`src/rtl/argmax_classifier.sv`:
```
// Argmax over NUM_CLASSES buffered scores, one class per cycle, with sign-clamped compare.
// Optional runner-up / margin tracking is enabled by defining ARGMAX_MARGIN_EN.
module argmax_classifier #(
    parameter int                 NUM_CLASSES = 10,
    parameter int                 SCORE_W     = 8,
    parameter logic [SCORE_W-1:0] MARGIN_TH   = 8'h04
) (
    input  logic                           clk,
    input  logic                           iRst_n,
    input  logic                           ena,
    input  logic                           start,
    input  logic [NUM_CLASSES*SCORE_W-1:0] scores,
    output logic                           busy,
    output logic                           done,
    output logic [3:0]                     digit,
    output logic [SCORE_W-1:0]             max_score,
    output logic [SCORE_W-1:0]             margin,
    output logic                           low_conf
);

    localparam int              IDX_W    = 4;
    localparam logic [IDX_W-1:0] LAST_IDX = IDX_W'(NUM_CLASSES - 1);

    typedef enum logic [1:0] {
        IDLE = 2'd0,
        SCAN = 2'd1,
        DONE = 2'd2
    } state_e;

    // Negative (sign-bit set) scores count as zero.
    function automatic logic [SCORE_W-1:0] eff_f(input logic [SCORE_W-1:0] s);
        return s[SCORE_W-1] ? {SCORE_W{1'b0}} : s;
    endfunction

    state_e                           state_q, state_d;
    logic [NUM_CLASSES*SCORE_W-1:0]   buf_q, buf_d;
    logic [SCORE_W-1:0]               best_q, best_d;
    logic [IDX_W-1:0]                 best_idx_q, best_idx_d;
    logic [IDX_W-1:0]                 cnt_q, cnt_d;
    logic                             busy_q, busy_d;
    logic                             done_q, done_d;
    logic [IDX_W-1:0]                 digit_q, digit_d;
    logic [SCORE_W-1:0]               max_q, max_d;

    logic [SCORE_W-1:0]               cand_s;
    logic                             take_s;
    logic [SCORE_W-1:0]               new_best_s;
    logic [IDX_W-1:0]                 new_idx_s;

    assign cand_s     = eff_f(buf_q[cnt_q*SCORE_W +: SCORE_W]);
    assign take_s     = cand_s > best_q;
    assign new_best_s = take_s ? cand_s : best_q;
    assign new_idx_s  = take_s ? cnt_q : best_idx_q;

`ifdef ARGMAX_MARGIN_EN
    logic [SCORE_W-1:0]               second_q, second_d;
    logic [SCORE_W-1:0]               margin_q, margin_d;
    logic                             low_conf_q, low_conf_d;
    logic [SCORE_W-1:0]               new_second_s;
    logic [SCORE_W-1:0]               gap_s;

    // A displaced best becomes the runner-up; otherwise the runner-up only grows.
    assign new_second_s = take_s ? best_q : ((cand_s > second_q) ? cand_s : second_q);
    assign gap_s        = new_best_s - new_second_s;
`endif

    // State machine next-state and datapath update.
    always_comb begin
        state_d    = state_q;
        buf_d      = buf_q;
        best_d     = best_q;
        best_idx_d = best_idx_q;
        cnt_d      = cnt_q;
        busy_d     = busy_q;
        done_d     = done_q;
        digit_d    = digit_q;
        max_d      = max_q;
`ifdef ARGMAX_MARGIN_EN
        second_d   = second_q;
        margin_d   = margin_q;
        low_conf_d = low_conf_q;
`endif
        if (!ena) begin
            state_d = IDLE;
            busy_d  = 1'b0;
            done_d  = 1'b0;
        end else begin
            case (state_q)
                IDLE, DONE: begin
                    if (start) begin
                        buf_d      = scores;
                        best_d     = eff_f(scores[SCORE_W-1:0]);
                        best_idx_d = {IDX_W{1'b0}};
                        cnt_d      = {{(IDX_W-1){1'b0}}, 1'b1};
                        done_d     = 1'b0;
                        busy_d     = 1'b1;
`ifdef ARGMAX_MARGIN_EN
                        second_d   = {SCORE_W{1'b0}};
`endif
                        state_d    = SCAN;
                    end else begin
                        state_d = state_q;
                    end
                end
                SCAN: begin
                    best_d     = new_best_s;
                    best_idx_d = new_idx_s;
`ifdef ARGMAX_MARGIN_EN
                    second_d   = new_second_s;
`endif
                    if (cnt_q == LAST_IDX) begin
                        digit_d = new_idx_s;
                        max_d   = new_best_s;
`ifdef ARGMAX_MARGIN_EN
                        margin_d   = gap_s;
                        low_conf_d = gap_s < MARGIN_TH;
`endif
                        done_d  = 1'b1;
                        busy_d  = 1'b0;
                        state_d = DONE;
                    end else begin
                        cnt_d = cnt_q + 4'd1;
                    end
                end
                default: begin
                    state_d = IDLE;
                    busy_d  = 1'b0;
                    done_d  = 1'b0;
                end
            endcase
        end
    end

    // State and datapath registers; reset discards any partial scan.
    always_ff @(posedge clk or negedge iRst_n) begin
        if (!iRst_n) begin
            state_q    <= IDLE;
            buf_q      <= {(NUM_CLASSES*SCORE_W){1'b0}};
            best_q     <= {SCORE_W{1'b0}};
            best_idx_q <= {IDX_W{1'b0}};
            cnt_q      <= {IDX_W{1'b0}};
            busy_q     <= 1'b0;
            done_q     <= 1'b0;
            digit_q    <= {IDX_W{1'b0}};
            max_q      <= {SCORE_W{1'b0}};
`ifdef ARGMAX_MARGIN_EN
            second_q   <= {SCORE_W{1'b0}};
            margin_q   <= {SCORE_W{1'b0}};
            low_conf_q <= 1'b0;
`endif
        end else begin
            state_q    <= state_d;
            buf_q      <= buf_d;
            best_q     <= best_d;
            best_idx_q <= best_idx_d;
            cnt_q      <= cnt_d;
            busy_q     <= busy_d;
            done_q     <= done_d;
            digit_q    <= digit_d;
            max_q      <= max_d;
`ifdef ARGMAX_MARGIN_EN
            second_q   <= second_d;
            margin_q   <= margin_d;
            low_conf_q <= low_conf_d;
`endif
        end
    end

    assign busy      = busy_q;
    assign done      = done_q;
    assign digit     = digit_q;
    assign max_score = max_q;
`ifdef ARGMAX_MARGIN_EN
    assign margin    = margin_q;
    assign low_conf  = low_conf_q;
`else
    assign margin    = {SCORE_W{1'b0}};
    assign low_conf  = 1'b0;
`endif

endmodule
```
`config.mk`:
```
export PLATFORM = sky130hd
export DESIGN_NAME = argmax_classifier
export DESIGN_NICKNAME = d
export VERILOG_FILES = /design/src/rtl/argmax_classifier.sv
export SDC_FILE = /design/constraint.sdc
export NUM_CORES = 1
export LEC_CHECK = 0
export CORE_UTILIZATION = 40
export CTS_BUF_LIST = sky130_fd_sc_hd__clkbuf_2 sky130_fd_sc_hd__clkbuf_4 sky130_fd_sc_hd__clkbuf_8
export CTS_CLUSTER_SIZE = 14
export DETAILED_ROUTE_END_ITERATION = 10
export DONT_BUFFER_PORTS = 1
export GPL_TIMING_DRIVEN = 0
export HOLD_SLACK_MARGIN = 0.05
export PLACE_DENSITY_LB_ADDON = 0.25
export RECOVER_POWER = 100
export SLEW_MARGIN = 20
export SYNTH_ARGS = -nofsm -noshare
export SYNTH_HDL_FRONTEND = slang
export SYNTH_SLANG_ARGS = --single-unit
```
`constraint.sdc`:
```
create_clock -name clk -period 4.4 [get_ports clk]
set_input_delay 0.44 -clock clk [delete_from_list [all_inputs] [get_ports clk]]
set_output_delay 0.44 -clock clk [all_outputs]
set_load 0.1 [all_outputs]
```
# ---- Word-level counts from Yosys, hierarchy flattened
# Cells that the tools add are included.
dict set report totals {
  register_bits 112
  latchBits 0
  mem_bits_rw 0
  rom_bits 0
  input_bits 84
  output_inout_bits 23
  elab_cells 50
  mem_count 0
}
dict set report classes {
  addsub 1
  n_mul 0
  n_div 0
  magnitude_cmp 1
  n_eq_ne 7
  shifts 1
  muxes 23
  n_bitwise 0
  n_reduce_logical 8
}
# cell count
set ops {}
lappend ops {{80-bit by 8-bit variable part select with 8-bit output} 1}
lappend ops {{4-bit two-way mux} 4}
lappend ops {{8-bit two-way mux} 2}
lappend ops {{4-bit one-hot mux with 2 select lines} 2}
lappend ops {{8-bit one-hot mux with 2 select lines} 1}
lappend ops {{7-bit two-way mux} 2}
lappend ops {{3-bit AND reduction} 3}
lappend ops {{7-bit by 8-bit > comparator with 1-bit output} 1}
lappend ops {{1-bit two-way mux} 6}
lappend ops {{2-bit two-way mux} 3}
lappend ops {{3-bit inequality test, second input constant} 2}
lappend ops {{4-bit by 1-bit adder with 4-bit output, second input constant} 1}
lappend ops {{4-bit equality test, second input constant} 1}
lappend ops {{2-bit inequality test, second input constant} 2}
lappend ops {{1-bit one-hot mux with 2 select lines} 2}
lappend ops {{2-bit one-hot mux with 2 select lines} 1}
lappend ops {{4-bit AND reduction} 1}
lappend ops {{2-bit by 1-bit equality test with 1-bit output, second input constant} 1}
lappend ops {{2-bit equality test, second input constant} 1}
lappend ops {{2-bit zero test} 1}
lappend ops {{2-bit AND reduction} 1}
lappend ops {{2-bit nonzero test} 1}
lappend ops {{2-bit OR reduction} 1}

# ---- Longest topological paths before layout
# Gate-level depths: netlist (run 1).
dict set report depth {
  word_depth 5
  depth_mapped 15
  depth_no_buf 11
}

# ---- Least setup slack after synthesis (run 1)
# No wires, ideal clock.
dict set report synth_path {
  path_kind {reg2reg}
  from {register cnt_q[0]}
  to {register digit_q[0] (netlist: digit[0])}
  setup_ns 0.137
  t_arrival_ns 3.123
  required_ns 4.263
  path_slack_ns 1.140
  path_stages_with_launch 14
  n_path_buf 3
  synth_period_minus_slack_ns 3.260
  cell_sequence {dfrtp_1 -> buf_6 -> buf_2 -> mux4_2 -> a221oi_1 -> nor2_1 -> ha_1 -> nand4b_1 -> nor2_1 -> a211oi_1 -> nor2_1 -> buf_2 -> mux2i_1 -> a21oi_1}
}
dict set report synth_via {
  elab_chain_len 4
  word_cells_on_any_way 6
  cone_classes {order compare (1); eq/ne (1); shift (1); mux (2); reduce/logical (1)}
}
# item line
set synth_lines {}
lappend synth_lines {{from (decl)} 39} ;# logic [IDX_W-1:0] cnt_q, cnt_d;
lappend synth_lines {{from (signal assigned)} 141} ;# cnt_q <= {IDX_W{1'b0}};
lappend synth_lines {{from (signal assigned)} 156} ;# cnt_q <= cnt_d;
lappend synth_lines {{80-bit by 8-bit variable part select with 8-bit output} 50} ;# assign cand_s = eff_f(buf_q[cnt_q*SCORE_W +: SCORE_W]);
lappend synth_lines {{7-bit two-way mux} 32} ;# return s[SCORE_W-1] ? {SCORE_W{1'b0}} : s;
lappend synth_lines {{7-bit by 8-bit > comparator with 1-bit output} 51} ;# assign take_s = cand_s > best_q;
lappend synth_lines {{4-bit two-way mux} 53} ;# assign new_idx_s = take_s ? cnt_q : best_idx_q;
lappend synth_lines {{to (signal assigned)} 144} ;# digit_q <= {IDX_W{1'b0}};
lappend synth_lines {{to (signal assigned)} 159} ;# digit_q <= digit_d;
lappend synth_lines {{to (decl)} 42} ;# logic [IDX_W-1:0] digit_q, digit_d;
# Parallel ways exist; a longest one is shown, timed or not.
# A chain may end at the register's enable or synchronous reset.

# ---- Worst setup path after layout (run 1)
dict set report layout_path {
  from {register cnt_q[0]}
  to {register max_q[2] (netlist: max_score[2])}
}
dict set report layout_via {
  elab_chain_len 4
  word_cells_on_any_way 6
  cone_classes {order compare (1); eq/ne (1); shift (1); mux (2); reduce/logical (1)}
}
# item line
set layout_lines {}
lappend layout_lines {{80-bit by 8-bit variable part select with 8-bit output} 50}
lappend layout_lines {{7-bit two-way mux} 32}
lappend layout_lines {{7-bit by 8-bit > comparator with 1-bit output} 51}
lappend layout_lines {{8-bit two-way mux} 52} ;# assign new_best_s = take_s ? cand_s : best_q;
lappend layout_lines {{to (signal assigned)} 145} ;# max_q <= {SCORE_W{1'b0}};
lappend layout_lines {{to (signal assigned)} 160} ;# max_q <= max_d;
lappend layout_lines {{to (decl)} 43} ;# logic [SCORE_W-1:0] max_q, max_d;
# Parallel ways exist; a longest one is shown, timed or not.

==> metrics.cfg, run 1 <==
[outcome]
outcome=finished with violations
violations=max-capacitance violations, max-slew violations

[placement]
gp_congestion=0.820
hpwlAfterDp_um=9570
io_buffers=0
placed_cells_incl_taps=748
dp_slack_ns=0.348

[die]
initial_core_util=0.415
die_h_um=117
die_w_um=117
io-pin-count=107
core_um2=12800
die_area_um2=13700
rows=41

[clock_network]
clock_sinks=111
cts.clk_slew.worst_paths_ns=0.10
cts_buffers=9
cts_setup_buffers=0
cts_buffer_depth=2
cts_tree=done
cts_root_buf=clkbuf_8
clock_latency_ns=0.38
cts-htree-levels=3

[synth]
yosys-top-cells-area=dfrtp_1 (52%), nand2_1 (18%), mux2i_1 (6.0%)
synth_compound_area_frac=0.0661
synth-warning-count=0
synth-main-ff-cell=dfrtp_1
synth_top_family_by_area=simple AND/OR/NAND/NOR gates
syn_avg_cell_area_um2=9.33
ys_seq_area_frac=0.524
synth_fa_ha_area_frac=0.0212
synth-edff-count=0
synth_top_cell_area_share=0.524
synth_xor_area_frac=0.00331
synthSimpleGateAreaFrac=0.227
yosys-top-cells-count=nand2_1 (252), dfrtp_1 (111), mux2i_1 (32)
syn_area_um2=5300
async_flop_share=1.00
syn_inst=568
synth_top_area_cell=dfrtp_1
synth.distinct_cells=48
ys_ff_latch=111
post-synth-top-count-cell=nand2_1
synth.area.mux_share=0.113

[route]
drt_pass1_iterations=4
drc=0
wl_per_cell_um=16.8
drtAntennaViolNets=0
vias=3909
vias_per_cell=5.12
wl_um=12800
drt_iter0_drc=214

[timing]
rsz0062_at_grt=false
slew_headroom=-0.815
fmax_mhz=251
hold_viol=0
worst_pin_slew_ns=2.72
maxSlewViolCount=112
finalCriticalPeriod_ns=3.99
fin_ws_ns=0.412
setup_tns_ns=0
finalCritPeriodShare=0.906
fin_worst_skew_ns=0.00882
setup-violations-final=0

[worst_setup_path]
arrival_ns=4.23
worstReg2RegEnd=max_score[2]
crit_start=cnt_q[0]
cp_max_fo=10
cp.required_ns=4.65
crit_type=flop to flop
start_kind=flop
reg2reg_depth=15
crit_path_end=max_score[2]
r2r_slack_ns=0.41
worst_setup_path_end_kind=flop
r2r-start=cnt_q[0]

[global_routing]
grt_overflow=0
antenna_found_initial=0
met3_usage=0.0566
top_usage_layer=met2
grt_max_degree=112
grt.total_usage=0.201
met1_usage=0.269
grt_first_pass_wirelength_um=20000
grt_pass1_vias=3841
use_met2=0.318

[final_layout]
layout.nets=682
fillers=1292
drive_above_1_share=0.0895
utilization=0.449
num_antenna_cells=0
multi_input_area_um2=2320
area_growth_pct=8.19
layout.area.seq_um2=2780
final_cells=764

[power]
powerDensity_nw_per_um2=630
ir_drop_uv=272
leakage_nw=2.92

[run]
drv_cap=1

[hold_path]
holdPathStages=2
hp-class=primary input to flop
hold_start=scores[45]

power breakdown:
group	switching (mW)	total, mW	internal, mW
registers	0.396	1.64	1.24
logic	0.826	1.41	0.582
clock network	0.324	0.567	0.243
total	1.55	3.61	2.07
how the worst min path moves through the flow:
stage / slack, ns / end
final: 0.16 / buf_q[45]
after floorplan: 0.14 / best_idx_q[0]
after global placement: 0.15 / buf_q[4]
after detailed placement: 0.15 / max_score[6]
after CTS: 0.14 / buf_q[73]
after global routing: 0.14 / buf_q[49]
area by class of cell:
| cell class | count | area share |
|---|---|---|
| Sequential cell | 111 | 0.484 |
| Multi-Input combinational cell | 416 | 0.404 |
| Tap cell | 172 | 0.0375 |
| Buffer | 38 | 0.0340 |
| Clock buffer | 13 | 0.0290 |
| Inverter | 11 | 0.00720 |
| Timing Repair Buffer | 2 | 0.00262 |
| Clock inverter | 1 | 0.000873 |
per-layer routing:
metal,vias to the layer above,share of wire
met4,0,0.018
li1,1889,-
met5,-,0
met2,110,0.47
met1,1894,0.45
met3,16,0.065
state kept, by name (all words and copies together), names as in the netlist:
name,flops
buf_q,80
best_q,8
max_score,8
best_idx_q,4
cnt_q,4
digit,4
state_q,2
done,1
logic make-up (layout without fill, tap and decap cells):
group | after synthesis | after routing
fa+ha+maj | 9 | 9
mux | 48 | 48
buf+inv | 49 | 65
compound gates | 47 | 47
other cells | 1 | 9
simple gates | 301 | 301
xor+xnor | 2 | 2
flops | 111 | 111
critical path, cell delays in order (launching register included):
cell,delay (ns)
dfrtp_1,0.44
buf_6,0.17
buf_2,0.30
buf_4,0.27
mux2i_1,0.25
o22ai_1,0.15
a221oi_1,0.42
nor2_1,0.13
ha_1,0.33
nand4b_1,0.13
nor2_1,0.16
a211oi_1,0.08
nor2_2,0.27
buf_2,0.36
mux2i_1,0.30
a21oi_1,0.10
placed cells by master, fill, tap and decap left out, drive strengths merged, types with 2 or more instances in the layout:
cell / synthesis / layout
o22ai: 9 / 9
or3b: 2 / 2
buf: 22 / 18
o221ai: 5 / 5
mux2i: 32 / 32
or2: 2 / 2
inv: 11 / 11
nand2: 252 / 252
dfrtp: 111 / 111
o21ai: 3 / 3
and2: 3 / 3
nand3: 2 / 2
nor3: 2 / 2
a211oi: 3 / 3
a221o: 2 / 2
nor2: 27 / 27
mux4: 8 / 8
ha: 9 / 9
o31ai: 2 / 2
clkbuf: 16 / 34
conb: 1 / 9
nand3b: 3 / 3
xnor2: 2 / 2
a21oi: 12 / 12
mux2: 8 / 8
a221oi: 5 / 5
stage by stage:
step	area, um^2	hold WS, ns	total power, mW
after floorplan	5330	0.144	2.70
final	5730	0.163	3.61
after global placement	5550	0.148	2.99
after detailed placement	5550	0.149	3.03
after global routing	5730	0.139	3.85
after CTS	5750	0.144	3.63
repair_timing:
action                                  4_1_cts  5_1_grt
endpoints found under the setup margin        0        1
hold buffers                                  2        0
hold endpoints to repair                    111        0
gates resized for setup                       0        1
(Power assumes the default switching activity.)
==> run 2: changes to the inputs <==
ABC_CLOCK_PERIOD_IN_PS = 4400   (was unset)
PLACE_DENSITY = 0.65   (was unset)
PLACE_DENSITY_LB_ADDON = unset   (was 0.25)
==> run 2 against run 1 <==
Effect of this change:
- the flow still finishes with violations (max-capacitance violations, max-slew violations)
- sequential power barely moved
- critical path depth did not move
- clock power rose by 20%
- setup slack got worse by 0.081 ns
==> metrics.cfg, run 2 (synthesized netlist as in run 1, its figures left out) <==
[outcome]
violations=max-capacitance violations, max-slew violations
outcome=finished with violations

[power]
p_int_mw=2.15
powerDensity_nw_per_um2=642
p_comb_frac=0.376
switchingPower_mw=1.56
seq_power_share=0.441
switching_share=0.421
ir_drop_uv=292
leakage_nw=2.93
clkPwrFrac=0.183

[route]
vias_per_cell=5.09
drtAntennaViolNets=0
drt_pass1_iterations=4
wl_um=12600
drc=0
vias=3896
drt_iter0_drc=198
wl_per_cell_um=16.5

[global_routing]
antenna_found_initial=0
grt.total_usage=0.201
grt_first_pass_wirelength_um=20300
grt_overflow=0
grt_pass1_vias=3961
grt_max_degree=112

[run]
drv_cap=1

[final_layout]
num_antenna_cells=0
multi_input_area_um2=2320
mostFrequentLayoutCells=nand2_1 (252), dfrtp_1 (111), mux2i_1 (32)
final_common_cell=nand2_1
fillers=1255
layout.nets=682
fin_area_um2=5780
area_growth_pct=8.99
drive_above_1_share=0.0909
top_register=buf_q
layout.area.seq_um2=2780
largest_reg_flops=80

[worst_setup_path]
start_kind=flop
crit_type=flop to flop
crit_path_max_incr_delay_ns=0.45
cp_max_fo=10
worst_setup_path_end_kind=flop
cp_common_cell=nor2_1
slowest_stage=a221oi_1
cp.required_ns=4.66
worstPathCellList=buf_6, buf_2, buf_4, mux2i_1, o22ai_1, a221oi_1, nor2_1, ha_1, nand4b_1, nor2_1, a211oi_1, nor2_1, clkbuf_2, mux2i_1, a21oi_1
arrival_ns=4.33

[timing]
hold_viol=0
slew_headroom=-0.802
finalCriticalPeriod_ns=4.07
fin_worst_skew_ns=0.0120
fmax_mhz=246
setup-violations-final=0
finalCritPeriodShare=0.925
maxSlewViolCount=112
worst_pin_slew_ns=2.70
rsz0062_at_grt=false
setup_tns_ns=0

[clock_network]
cts_root_buf=clkbuf_8
cts.clk_slew.worst_paths_ns=0.11
clock_latency_ns=0.39
cts-htree-levels=3
hold_buffers=2
cts_buffer_depth=2
cts_buffers=9
clock_sinks=111
cts_tree=done
cts_setup_buffers=0
cts_resized=0

[placement]
postPlaceCellArea_um2=5550
gp_congestion=0.856
hpwlAfterDp_um=9380
io_buffers=0

[die]
die_w_um=117
io-pin-count=107
die_h_um=117
core_um2=12800
initial_core_util=0.415
die_area_um2=13700
rows=41

[hold_path]
hp-class=primary input to flop

==> run 2: critical path, delay by kind of cell, from the launching register on <==
kind	cells	cell delay, ns
adders and majority gates	1	0.32
muxes	2	0.55
AOI/OAI and AO/OA	4	0.77
and+or+nand+nor	4	0.77
buffers and inverters	4	1.12
DFF	1	0.42
==> run 2: final cells by class <==
type | count | share of cell area
buffer | 38 | 0.0338
clock buffer | 10 | 0.0227
clock inverter | 6 | 0.0147
inverter | 11 | 0.00715
multi-input combinational | 416 | 0.401
sequential | 111 | 0.481
tap | 172 | 0.0373
timing repair buffer | 2 | 0.00260
==> run 2: stage by stage <==
stage          power (mW)  std cells  utilization  worst slack [ns]  hold WS (ns)
4_1_cts              3.72        766        0.454             0.403         0.139
5_1_grt              3.95        766        0.452            0.0443         0.137
6_report             3.71        766        0.452             0.331         0.156
3_5_place_dp         3.01        748        0.434             0.422         0.147
3_3_place_gp         2.98        748        0.434             0.485         0.148
2_1_floorplan        2.70        576            -              1.14         0.144
==> run 2: final timing paths <==
path | slack [ns] | end | cells after the start | startpoint
hold / removal | 0.16 | buf_q[9] | 2 | scores[9]
hold reg to reg | 0.48 | buf_q[18] | 2 | buf_q[18]
min in group asynchronous | 1.44 | max_score[4] | 2 | iRst_n
setup reg to reg | 0.33 | max_score[2] | 15 | cnt_q[0]
max in group asynchronous | 1.39 | buf_q[43] | 2 | iRst_n
setup / recovery | 0.33 | max_score[2] | 15 | cnt_q[0]
==> run 2: metal layers <==
layer  global-route usage  routed length, um
met5                    0                  0
met4               0.0700                279
met3               0.0505                719
met2                0.314               5850
met1                0.272               5760
==> run 2: power by group through the flow <==
stage / combinational, mW / clock (mW) / sequential, mW
floorplan: 1.09 / 0 / 1.61
global placement: 1.34 / 0 / 1.65
detailed placement: 1.36 / 0 / 1.66
CTS: 1.39 / 0.692 / 1.64
global route: 1.55 / 0.732 / 1.67
finish: 1.39 / 0.678 / 1.64
==> run 3: changes to the inputs <==
GPL_ROUTABILITY_DRIVEN = 0   (was unset)
SKIP_LAST_GASP = 1   (was unset)
==> results of run 3 <==
Final layout, timing and power as in run 2 (identical DEF).
